<file path="config.mk">
export PLATFORM = sky130hd
export DESIGN_NAME = xillybus_rd_stream_arb
export DESIGN_NICKNAME = d
export VERILOG_FILES = /design/src/rtl/xillybus_rd_stream_arb.sv
export SDC_FILE = /design/constraint.sdc
export NUM_CORES = 1
export LEC_CHECK = 0
export ABC_AREA = 1
export BUFFER_PORTS_ARGS = -buffer_cell sky130_fd_sc_hd__buf_4
export CAP_MARGIN = 10
export CORE_MARGIN = 3
export CORE_UTILIZATION = 50
export DETAILED_ROUTE_END_ITERATION = 8
export PLACE_DENSITY = 0.68
export SLEW_MARGIN = 5
export SYNTH_ARGS = -nofsm -noshare
export SYNTH_HDL_FRONTEND = slang
export SYNTH_SLANG_ARGS = --single-unit
</file>
<file path="constraint.sdc">
create_clock -name bus_clk_w -period 4.8 [get_ports bus_clk_w]
set_input_delay 0.72 -clock bus_clk_w [delete_from_list [all_inputs] [get_ports bus_clk_w]]
set_output_delay 0.72 -clock bus_clk_w [all_outputs]
set_load 0.02 [all_outputs]
</file>
<file path="src/rtl/xillybus_rd_stream_arb.sv">
// Read-stream concentrator: round-robin burst arbiter over NUM_CH valid/ready channels
// feeding a registered-read FIFO that drives the Xillybus user_r_* read port.
module xillybus_rd_stream_arb #(
    parameter int NUM_CH     = 4,
    parameter int DATA_W     = 32,
    parameter int FIFO_DEPTH = 16,
    parameter int HEADER_EN  = 1
) (
    input  logic                     bus_clk_w,
    input  logic                     bus_rst_n_w,
    input  logic [NUM_CH*DATA_W-1:0] ch_data,
    input  logic [NUM_CH-1:0]        ch_valid,
    input  logic [NUM_CH-1:0]        ch_last,
    input  logic [NUM_CH-1:0]        ch_done,
    output logic [NUM_CH-1:0]        ch_ready,
    input  logic                     user_r_rden,
    input  logic                     user_r_open,
    output logic [DATA_W-1:0]        user_r_data,
    output logic                     user_r_empty,
    output logic                     user_r_eof,
    output logic                     overflow_err
);

    localparam int CH_W = (NUM_CH > 1) ? $clog2(NUM_CH) : 1;
    localparam int AW   = $clog2(FIFO_DEPTH);

    typedef enum logic [1:0] {IDLE, HDR, BURST} state_t;

    state_t              state, state_nxt;
    logic [CH_W-1:0]     grant, grant_nxt;
    logic [CH_W-1:0]     rr, rr_nxt;
    logic [CH_W-1:0]     idx;
    logic                found;
    logic                seq_inc;
    logic [15:0]         burst_seq [NUM_CH];
    logic [NUM_CH-1:0]   done_flag;
    logic [31:0]         hdr_word;

    logic [DATA_W-1:0]   mem [FIFO_DEPTH];
    logic [AW-1:0]       wr_ptr, rd_ptr;
    logic [AW:0]         count;
    logic                full, push, pop;
    logic [DATA_W-1:0]   push_data;

    assign full         = (count == (AW+1)'(FIFO_DEPTH));
    assign user_r_empty = (count == '0);
    assign pop          = user_r_rden & ~user_r_empty;
    assign user_r_eof   = (&done_flag) & user_r_empty & (state == IDLE);
    assign hdr_word     = {8'hA5, 4'(grant), 4'h0, burst_seq[grant]};

    always_comb begin
        state_nxt = state;
        grant_nxt = grant;
        rr_nxt    = rr;
        push      = 1'b0;
        push_data = '0;
        seq_inc   = 1'b0;
        ch_ready  = '0;
        found     = 1'b0;
        idx       = '0;
        unique case (state)
            IDLE: begin
                // Search starts just after the last served channel, so it gets lowest priority.
                if (user_r_open) begin
                    for (int k = 1; k <= NUM_CH; k++) begin
                        idx = CH_W'((int'(rr) + k) % NUM_CH);
                        if (!found && ch_valid[idx]) begin
                            found     = 1'b1;
                            grant_nxt = idx;
                        end
                    end
                    if (found)
                        state_nxt = (HEADER_EN != 0) ? HDR : BURST;
                end
            end
            HDR: begin
                if (user_r_open && !full) begin
                    push      = 1'b1;
                    push_data = hdr_word[DATA_W-1:0];
                    state_nxt = BURST;
                end
            end
            BURST: begin
                ch_ready[grant] = user_r_open & ~full;
                if (ch_valid[grant] && ch_ready[grant]) begin
                    push      = 1'b1;
                    push_data = ch_data[int'(grant)*DATA_W +: DATA_W];
                    if (ch_last[grant]) begin
                        rr_nxt    = grant;
                        seq_inc   = 1'b1;
                        state_nxt = IDLE;
                    end
                end
            end
            default: state_nxt = IDLE;
        endcase
    end

    always_ff @(posedge bus_clk_w or negedge bus_rst_n_w) begin
        if (!bus_rst_n_w) begin
            state        <= IDLE;
            grant        <= '0;
            rr           <= '0;
            done_flag    <= '0;
            count        <= '0;
            wr_ptr       <= '0;
            rd_ptr       <= '0;
            overflow_err <= 1'b0;
            user_r_data  <= '0;
            for (int i = 0; i < NUM_CH; i++)
                burst_seq[i] <= '0;
        end else begin
            if (user_r_rden && user_r_empty)
                overflow_err <= 1'b1;
            if (pop)
                user_r_data <= mem[rd_ptr];
            // A closed file discards everything buffered and restarts arbitration from scratch.
            if (!user_r_open) begin
                state     <= IDLE;
                grant     <= '0;
                rr        <= '0;
                done_flag <= '0;
                count     <= '0;
                wr_ptr    <= '0;
                rd_ptr    <= '0;
                for (int i = 0; i < NUM_CH; i++)
                    burst_seq[i] <= '0;
            end else begin
                state     <= state_nxt;
                grant     <= grant_nxt;
                rr        <= rr_nxt;
                done_flag <= done_flag | ch_done;
                if (seq_inc)
                    burst_seq[grant] <= burst_seq[grant] + 16'd1;
                if (push)
                    wr_ptr <= wr_ptr + 1'b1;
                if (pop)
                    rd_ptr <= rd_ptr + 1'b1;
                unique case ({push, pop})
                    2'b10:   count <= count + 1'b1;
                    2'b01:   count <= count - 1'b1;
                    default: count <= count;
                endcase
            end
        end
    end

    always_ff @(posedge bus_clk_w) begin
        if (push)
            mem[wr_ptr] <= push_data;
    end

endmodule

</file>
### Word-level counts from Yosys, hierarchy flattened

Memory sizes are Yosys's and may differ from the RTL's. A register that Yosys moved wholly into a read port is not among the register bits.
Cells that the tools add are included.

* register bits: 88
* RAM bits: 512
* bits of input ports: 144
* output and inout bits: 39
* word-level logic and storage cells: 148
* memories kept: 1

Memory list
* mem: words 16, bits a word 32, read ports 1, clocked after memory_dff 1, write ports 1, RTL line 39 `logic [DATA_W-1:0] mem [FIFO_DEPTH];`

* add/sub/neg operators: 9
* order comparisons: 8
* equality and inequality tests: 18
* shifts and indexed selects: 1
* muxes and demuxes: 71
* bitwise logic cells: 9
* reduce and logical (&&, ||, !) cells: 19

Operators with widths (count)
* $mux 64: 2
* $shiftx 128x8->32: 1
* $bwmux 64: 1
* $mux 32: 2
* $pmux 32 s2: 1
* $mux 16: 3
* $bmux 16 s2: 1
* $demux 16 s2: 1
* $mux 2: 15
* $mux 1: 27
* $mux 4: 6
* $add 16x1->16 const B: 1
* $lt 2x3->1 const B: 5
* $bmux 1 s2: 7
* $ne 2x1->1 const B: 7
* $pmux 5 s2: 1
* $ne 3x3->1 const B: 3
* $add 4x1->4 const B: 2
* $logic_and 1x1->1: 8
* $reduce_and 4->1: 2
* $pmux 2 s3: 1
* $add 5x1->5 const B: 1
* $eq 5x5->1 const B: 1
* $logic_not 1->1: 5
* other kinds (23): 31

### Longest topological paths before layout

Gate-level depths: netlist of run 1.

* depth in word-level cells: 24
* depth in mapped cells: 19

### Worst setup path after synthesis of run 1

No wires, ideal clock.

* kind: in2reg
* start: input user_r_open
* end: memory mem[11][0], enable pin
* library setup time: 0.421 ns
* arrival: 3.042 ns
* path slack: 1.337 ns
* cell stages on the path: 7
* cells stage by stage: clkbuf_1 > nand2_1 > nor2_2 > nand3_2 > nand2_2 > nand2_1 > nor2_1

* word-level cells in the longest chain between the ends: 9
* elaborated cells between the ends (all ways): 11
* those cells by class: mux (7); bitwise (2); reduce/logical (2)

RTL lines
* start, declared: RTL line 17 `input logic user_r_open,`
* $and 1x1->1: RTL line 84 `ch_ready[grant] = user_r_open & ~full;`
* $and 4x4->4 (no source line)
* $bmux 1 s2: RTL line 85 `if (ch_valid[grant] && ch_ready[grant]) begin`
* $mux 1 (not written as such): RTL line 85
* $logic_and 1x1->1: RTL line 85
* $mux 1: RTL line 85
* $pmux 1 s2 *: RTL line 61 `unique case (state)`
* $mux 1 *: RTL line 149 `if (push)`
* $mux 1 (not written as such) *: RTL line 150 `mem[wr_ptr] <= push_data;`
* end, declared: RTL line 39

Every way passes the cells marked *; elsewhere a longest branch is shown, timed or not. The select of a mux whose other input is x is not followed.

### Final worst setup path of run 1

* start: register grant[0]
* end: register burst_seq[37] (netlist bit)

* word-level cells in the longest chain between the ends: 11
* elaborated cells between the ends (all ways): 30
* those cells by class: add/sub (1); order compare (4); eq/ne (1); mux (19); bitwise (2); reduce/logical (3)

RTL lines
* start, declared: RTL line 30 `logic [CH_W-1:0] grant, grant_nxt;`
* start signal, assigned: RTL line 130 `grant <= grant_nxt;`
* $lt 2x3->1 (not written as such) or $ge 2x1->1 (tied branches): RTL line 84
* $logic_and 1x1->1 (not written as such): RTL line 84
* $mux 1 (not written as such): RTL line 84
* $demux 1 s2: RTL line 84
* $and 4x4->4 (no source line)
* $bmux 1 s2: RTL line 85
* $mux 1 (not written as such): RTL line 85
* $logic_and 1x1->1: RTL line 85
* $mux 1: RTL line 85
* $mux 1: RTL line 61
* $ne 2x1->1 (no source line)
* end signal, assigned by index: RTL line 134 `burst_seq[grant] <= burst_seq[grant] + 16'd1;`
* end, declared: RTL line 35 `logic [15:0] burst_seq [NUM_CH];`

Several ways; a longest one is shown, not always the timed one. The select of a mux whose other input is x is not followed.
A chain may end at the register's enable or synchronous reset.

==> results.yml, run 1 <==
clock_tree:
  clock-sinks: 632
  ctsResizeCount: 0
  numCtsBuffers: 66
  cts_buffer_depth: 3
  hold_buffers: 0
  clk_latency_ps: 590
  cts.clk_slew.worst_paths_ps: 60
  cts-htree-levels: 3
  cts_tree: "built"
  root_buffer: "clkbuf_16"
  postCtsSetupBuffers: 0
drt:
  first_iter_violations: 2000
  drc: 0
  finalWirelength_mm: 74.5
  vias: 19400
  antenna_left: 0
  vias_per_cell: 6.14
  wire_per_inst_um: 23.6
  first_pass_iters: 6
logic_synthesis:
  synth.area.top_cells: "edfxtp_1 58%, dfrtp_1 11%, o21ai_0 6.0%"
  seq_area_frac_synth_pct: 69.3
  synth_xor_area_share_pct: 0.264
  yosysWarnings: 0
  synth_top_area_share_pct: 58.0
  synth.area.mux_share_pct: 0
  ys_ff_latch: 632
  synth-simple-area-share_pct: 11.1
  synthAdderAreaFrac_pct: 0.566
  syn_nets: 2422
  synth_cell_types: 40
  synth_top_family_by_area: "compound AO/OA/AOI/OAI gates"
  yosys.area.top_type: "edfxtp_1"
  syn_avg_cell_area_um2: 11.7
  synthesis.area_mm2: 0.0265
  syn_inst: 2266
  synth_compound_area_share_pct: 14.9
global_route:
  grt-ovfl-total: 0
  first_global_vias: 18900
  grt_pass1_wl_mm: 112
  grt_usage_pct: 26.2
  grt_max_degree: 165
  antenna_found_initial: 3
layout:
  layout_commonest_cell: "edfxtp_1"
  layout_common_cells: "512 x edfxtp_1, 380 x nor2_1, 319 x o21ai_0"
  finalInstanceArea_mm2: 0.0310
  utilization_pct: 59.7
  area_growth_pct: 16.8
  final_nets: 2586
  drive_gt1_share_pct: 16.1
  antenna_cells: 0
  finalNonFillerCells: 3161
  fillerInstances: 4099
sta:
  slew_headroom_pct: 11.6
  min_period_over_period_pct: 69.2
  max_freq_mhz: 301
  hold_viol: 0
  clock_skew_ps: 24.8
  worst_pin_slew_ps: 1330
  grt_setup_unrepaired: "no"
  min_period_ps: 3320
  setup_viol: 0
  setup_tns_ps: 0
  maxSlewViolCount: 0
critical_path:
  path_common_cell: "nand2_1"
  critPathKind: "flop to flop"
  arrival_ps: 3760
  cpMaxStageDelayCell: "inv_2"
  reg2reg_depth: 12
  crit_fanout: 36
  crit_path_end_kind: "flop"
  cp-start-kind: "flop"
  cpPeakStageDelay_ps: 650
  r2r-end: "burst_seq[37]"
  crit_chain: "inv_2 > nand2_4 > inv_2 > nand2_1 > nand3_1 > nand2_1 > nor2_4 > nand2_2 > nand2_1 > inv_1 > nand2_1 > o21ai_0"
  r2r_start: "grant[0]"
  r2r_setup_slack_ps: 1480
  required_ps: 5230
status:
  status: "finished clean"
die:
  dieHeight_um: 236
  ios: 183
  rows: 83
  die_area_mm2: 0.0558
  start_util_pct: 51.1
  die_w_um: 236
  fp.coreArea_mm2: 0.0519
power_and_ir_drop:
  power_switching_mw: 4.45
  pwr-share-comb_pct: 21.7
  p_int_mw: 10.3
  leakage_nw: 10.9
  seq_power_share_pct: 43.3
  power_density_mw_per_mm2: 476
  p_clk_share_pct: 35.0
  p_total_mw: 14.7
  ir_drop_uv: 247
  switching_share_pct: 30.1
run:
  cap_violations: 0
place:
  postPlaceCellArea_mm2: 0.0288
  place_congestion: 0.928
  dp_cells: 3040
  dpl.hpwl_mm: 41.8
  io_buffers: 182
hold_path:
  hp-class: "primary input to async pin"
-- worst max-delay path: cells and delay by family (launching register included) --
kind | cells | cell delay (ps)
AND/OR/NAND/NOR | 8 | 1550
buffers and inverters | 3 | 1060
AO/OA/AOI/OAI | 1 | 90
flip-flops | 1 | 460
-- worst max-delay path by stage --
stage	endpoint	from	depth (start not counted)
floorplan	mem[11][0]	user_r_open	7
global placement	mem[11][9]	user_r_open	8
detailed placement	mem[11][3]	user_r_open	8
CTS	ch_ready[3]	grant[1]	5
global route	mem[8][13]	grant[0]	7
finish	burst_seq[37]	grant[0]	12
-- layout make-up --
| type | instances | area (um^2) | area share (%) |
|---|---|---|---|
| Clock inverter | 30 | 293 | 0.945 |
| Inverter | 123 | 470 | 1.52 |
| Tap cell | 680 | 851 | 2.75 |
| Sequential cell | 632 | 18400 | 59.4 |
| Clock buffer | 89 | 1890 | 6.12 |
| Timing Repair Buffer | 239 | 1860 | 6.01 |
| Multi-Input combinational cell | 1368 | 7220 | 23.3 |
-- metal layers --
layer	GRT usage (%)	routed length, um	share of wire, %
met3	4.81	6510	8.7
met4	9.64	2310	3.1
met1	35.5	30000	40
met5	0	23	0.031
met2	42.5	35700	48
-- flip-flops by register name, indices dropped and copies added (netlist names) --
register      count
mem             512
burst_seq        64
user_r_data      32
count             5
done_flag         4
rd_ptr            4
wr_ptr            4
grant             2
rr                2
state             2
overflow_err      1
-- power groups by stage --
stage               Combinational, mW  Sequential (mW)  Clock (mW)
finish                           3.19             6.39        5.16
global route                     3.51             6.42        5.45
CTS                              3.17             6.39        5.23
detailed placement               3.16             6.50           0
global placement                 3.09             6.50           0
floorplan                        1.95             6.55           0
-- synth_stat cells --
| cell | n |
|---|---|
| o21ai_2 | 4 |
| o22ai_1 | 115 |
| o31ai_1 | 1 |
| nand3_1 | 97 |
| nor3_1 | 10 |
| nor3_2 | 9 |
| buf_1 | 13 |
| a22oi_1 | 29 |
| o211ai_1 | 2 |
| nand2_1 | 162 |
| o21a_1 | 3 |
| ha_1 | 12 |
| a21o_1 | 1 |
| clkinv_1 | 1 |
| o221ai_1 | 78 |
| nor2_4 | 2 |
| clkbuf_1 | 115 |
| inv_1 | 116 |
| nand2_2 | 8 |
| inv_2 | 6 |
| nand3_2 | 3 |
| a211oi_1 | 1 |
| a221oi_1 | 18 |
| o21ai_0 | 319 |
| a21oi_1 | 17 |
| a22o_1 | 18 |
| nand2_4 | 1 |
| nand4_1 | 8 |
| nor2_1 | 396 |
| buf_6 | 3 |
| a31oi_1 | 31 |
| buf_2 | 9 |
| nor2_2 | 7 |
| xnor2_1 | 1 |
| dfrtp_1 | 120 |
| buf_4 | 3 |
| o21ai_1 | 7 |
| and2_1 | 1 |
| edfxtp_1 | 512 |
| xor2_1 | 7 |
-- through the flow --
step | setup WS [ps] | hold WS (ps)
after global placement | 1560 | 442
final | 1480 | 262
after floorplan | 1340 | 424
after CTS | 1550 | 280
after global routing | 1220 | 333
after detailed placement | 1500 | 454
-- logic make-up after synthesis --
kind of cell / Yosys count
flip-flops: 632
AND/OR/NAND/NOR: 704
AO/OA/AOI/OAI: 644
XOR/XNOR: 8
buffers and inverters: 266
adder cells (fa/ha/maj): 12
Power figures use the tool's default switching activity.
==> run 2, diff against run 1 <==
--- a/config.mk
+++ b/config.mk
@@ -11,7 +11,7 @@
 export CORE_MARGIN = 3
 export CORE_UTILIZATION = 50
 export DETAILED_ROUTE_END_ITERATION = 8
-export PLACE_DENSITY = 0.68
+export PLACE_DENSITY = 0.71
 export SLEW_MARGIN = 5
 export SYNTH_ARGS = -nofsm -noshare
 export SYNTH_HDL_FRONTEND = slang
==> constraint.sdc (replaced) <==
create_clock -name bus_clk_w -period 2.9 [get_ports bus_clk_w]
set_input_delay 0.435 -clock bus_clk_w [delete_from_list [all_inputs] [get_ports bus_clk_w]]
set_output_delay 0.435 -clock bus_clk_w [all_outputs]
set_load 0.02 [all_outputs]
==> run 2 against run 1 <==
Against the previous run: clock power grew 55%; combinational power grew 75%; global-route usage shrank 0.13 points; non-clock buffer count grew 52; power grew 64%; die area is the same.
==> results.yml, run 2 (synthesis results as in run 1) <==
status:
  status: "finished clean"
sta:
  clock_skew_ps: 16.4
  whs_ps: 29.8
  min_period_over_period_pct: 92.1
  max_freq_mhz: 374
  slew_headroom_pct: 29.2
  min_period_ps: 2670
  hold_viol: 0
  setup_viol: 0
  worst_pin_slew_ps: 1060
  grt_setup_unrepaired: "no"
  fin_ws_ps: 229
  maxSlewViolCount: 0
clock_tree:
  clk_latency_ps: 630
  postCtsSetupBuffers: 0
  clock-sinks: 632
  cts-htree-levels: 2
  cts_buffer_depth: 3
  cts_tree: "built"
  numCtsBuffers: 61
  root_buffer: "clkbuf_16"
  cts.clk_slew.worst_paths_ps: 60
hold_path:
  hold_end: "done_flag[3]"
  hp-class: "primary input to flop"
  worstHoldStart: "ch_done[3]"
  min_delay_path_depth: 3
layout:
  largest_reg_flops: 512
  drive_gt1_share_pct: 17.8
  layout_commonest_cell: "edfxtp_1"
  area_growth_pct: 18.6
  reg.largest.list: "mem x512, burst_seq x64, user_r_data x32"
  antenna_cells: 0
  largest_register: "mem"
  layout_common_cells: "512 x edfxtp_1, 379 x nor2_1, 319 x o21ai_0"
  final_nets: 2633
  finalInstanceArea_mm2: 0.0315
die:
  die_w_um: 236
  rows: 83
  ios: 183
  start_util_pct: 51.1
  die_area_mm2: 0.0558
  dieHeight_um: 236
  fp.coreArea_mm2: 0.0519
drt:
  vias_per_cell: 6.03
  drc: 0
  first_iter_violations: 1980
  vias: 19400
  wire_per_inst_um: 23.0
  finalWirelength_mm: 73.9
  antenna_left: 0
  first_pass_iters: 7
power_and_ir_drop:
  power_density_mw_per_mm2: 768
  switching_share_pct: 30.7
  seq_power_share_pct: 43.7
  leakage_nw: 11.2
  p_int_mw: 16.7
  pwr-share-comb_pct: 23.1
  p_clk_share_pct: 33.2
  ir_drop_uv: 556
  power_switching_mw: 7.41
critical_path:
  critPathKind: "flop to primary output"
  r2r_start: "grant[1]"
  required_ps: 2470
  r2r_setup_slack_ps: 280
  arrival_ps: 2240
  reg2reg_depth: 11
  r2r-end: "burst_seq[12]"
  crit_path_end_kind: "primary output"
  cp-start-kind: "flop"
  crit_fanout: 8
place:
  place_congestion: 0.966
  place_worst_setup_slack_ps: 209
  dpl.hpwl_mm: 45.9
  postPlaceCellArea_mm2: 0.0294
  io_buffers: 182
run:
  cap_violations: 0
global_route:
  grt_max_degree: 132
  antenna_found_initial: 0
  grt-ovfl-total: 0
  grt_pass1_wl_mm: 113
  grt_usage_pct: 26.1
  first_global_vias: 19400
-- run 2: per-stage QoR --
step,utilization (%),power [mW],setup TNS (ps),instances
floorplan,-,14.1,-115140,2266
global placement,56.6,16.2,0,3093
detailed placement,56.6,16.3,0,3093
CTS,60.6,24.3,0,3210
global route,60.6,25.2,0,3210
finish,60.6,24.2,0,3210
-- run 2: worst max path at each step --
stage                    end   startpoint  cells past startpoint
2_1_floorplan     mem[11][0]  user_r_open                      7
3_5_place_dp   burst_seq[12]     grant[1]                     11
5_1_grt             count[4]     count[2]                     17
3_3_place_gp      mem[1][23]     grant[0]                     11
6_report         ch_ready[1]     grant[1]                      5
4_1_cts          ch_ready[1]     grant[1]                      5
-- run 2: cell type report --
type	instances	area, um^2
Fill cell	4046	20500
Timing Repair Buffer	291	2480
Tap cell	680	851
Clock buffer	97	1820
Multi-Input combinational cell	1368	7220
Clock inverter	19	229
Sequential cell	632	18400
Inverter	123	467
-- run 2: what timing repair did --
item / CTS / global route
hold buffers: 1 / 0
endpoints found under the hold margin: 56 / 0
gates resized for setup: 0 / 1
setup endpoints to repair: 0 / 10
-- run 2: routing by layer --
layer / wire length, um / global-route usage (%) / vias to the layer above
met2: 35500 / 43.2 / 1068
li1: - / - / 8751
met3: 6530 / 4.14 / 147
met1: 30000 / 36.1 / 9388
met5: 0 / 0 / -
met4: 1830 / 7.18 / 0
-- run 2: critical path, stage by stage (launching register included) --
cell and delay (ps):
dfrtp_1 520, inv_2 170, nand2_1 220, buf_4 270
nor3_1 240, buf_4 190
-- run 2: power groups by stage --
stage	clock network (mW)	registers, mW	logic, mW
after floorplan	0	10.8	3.23
after global placement	0	10.7	5.43
after detailed placement	0	10.8	5.55
after CTS	8.12	10.6	5.57
after global routing	8.49	10.6	6.09
final	8.02	10.6	5.59
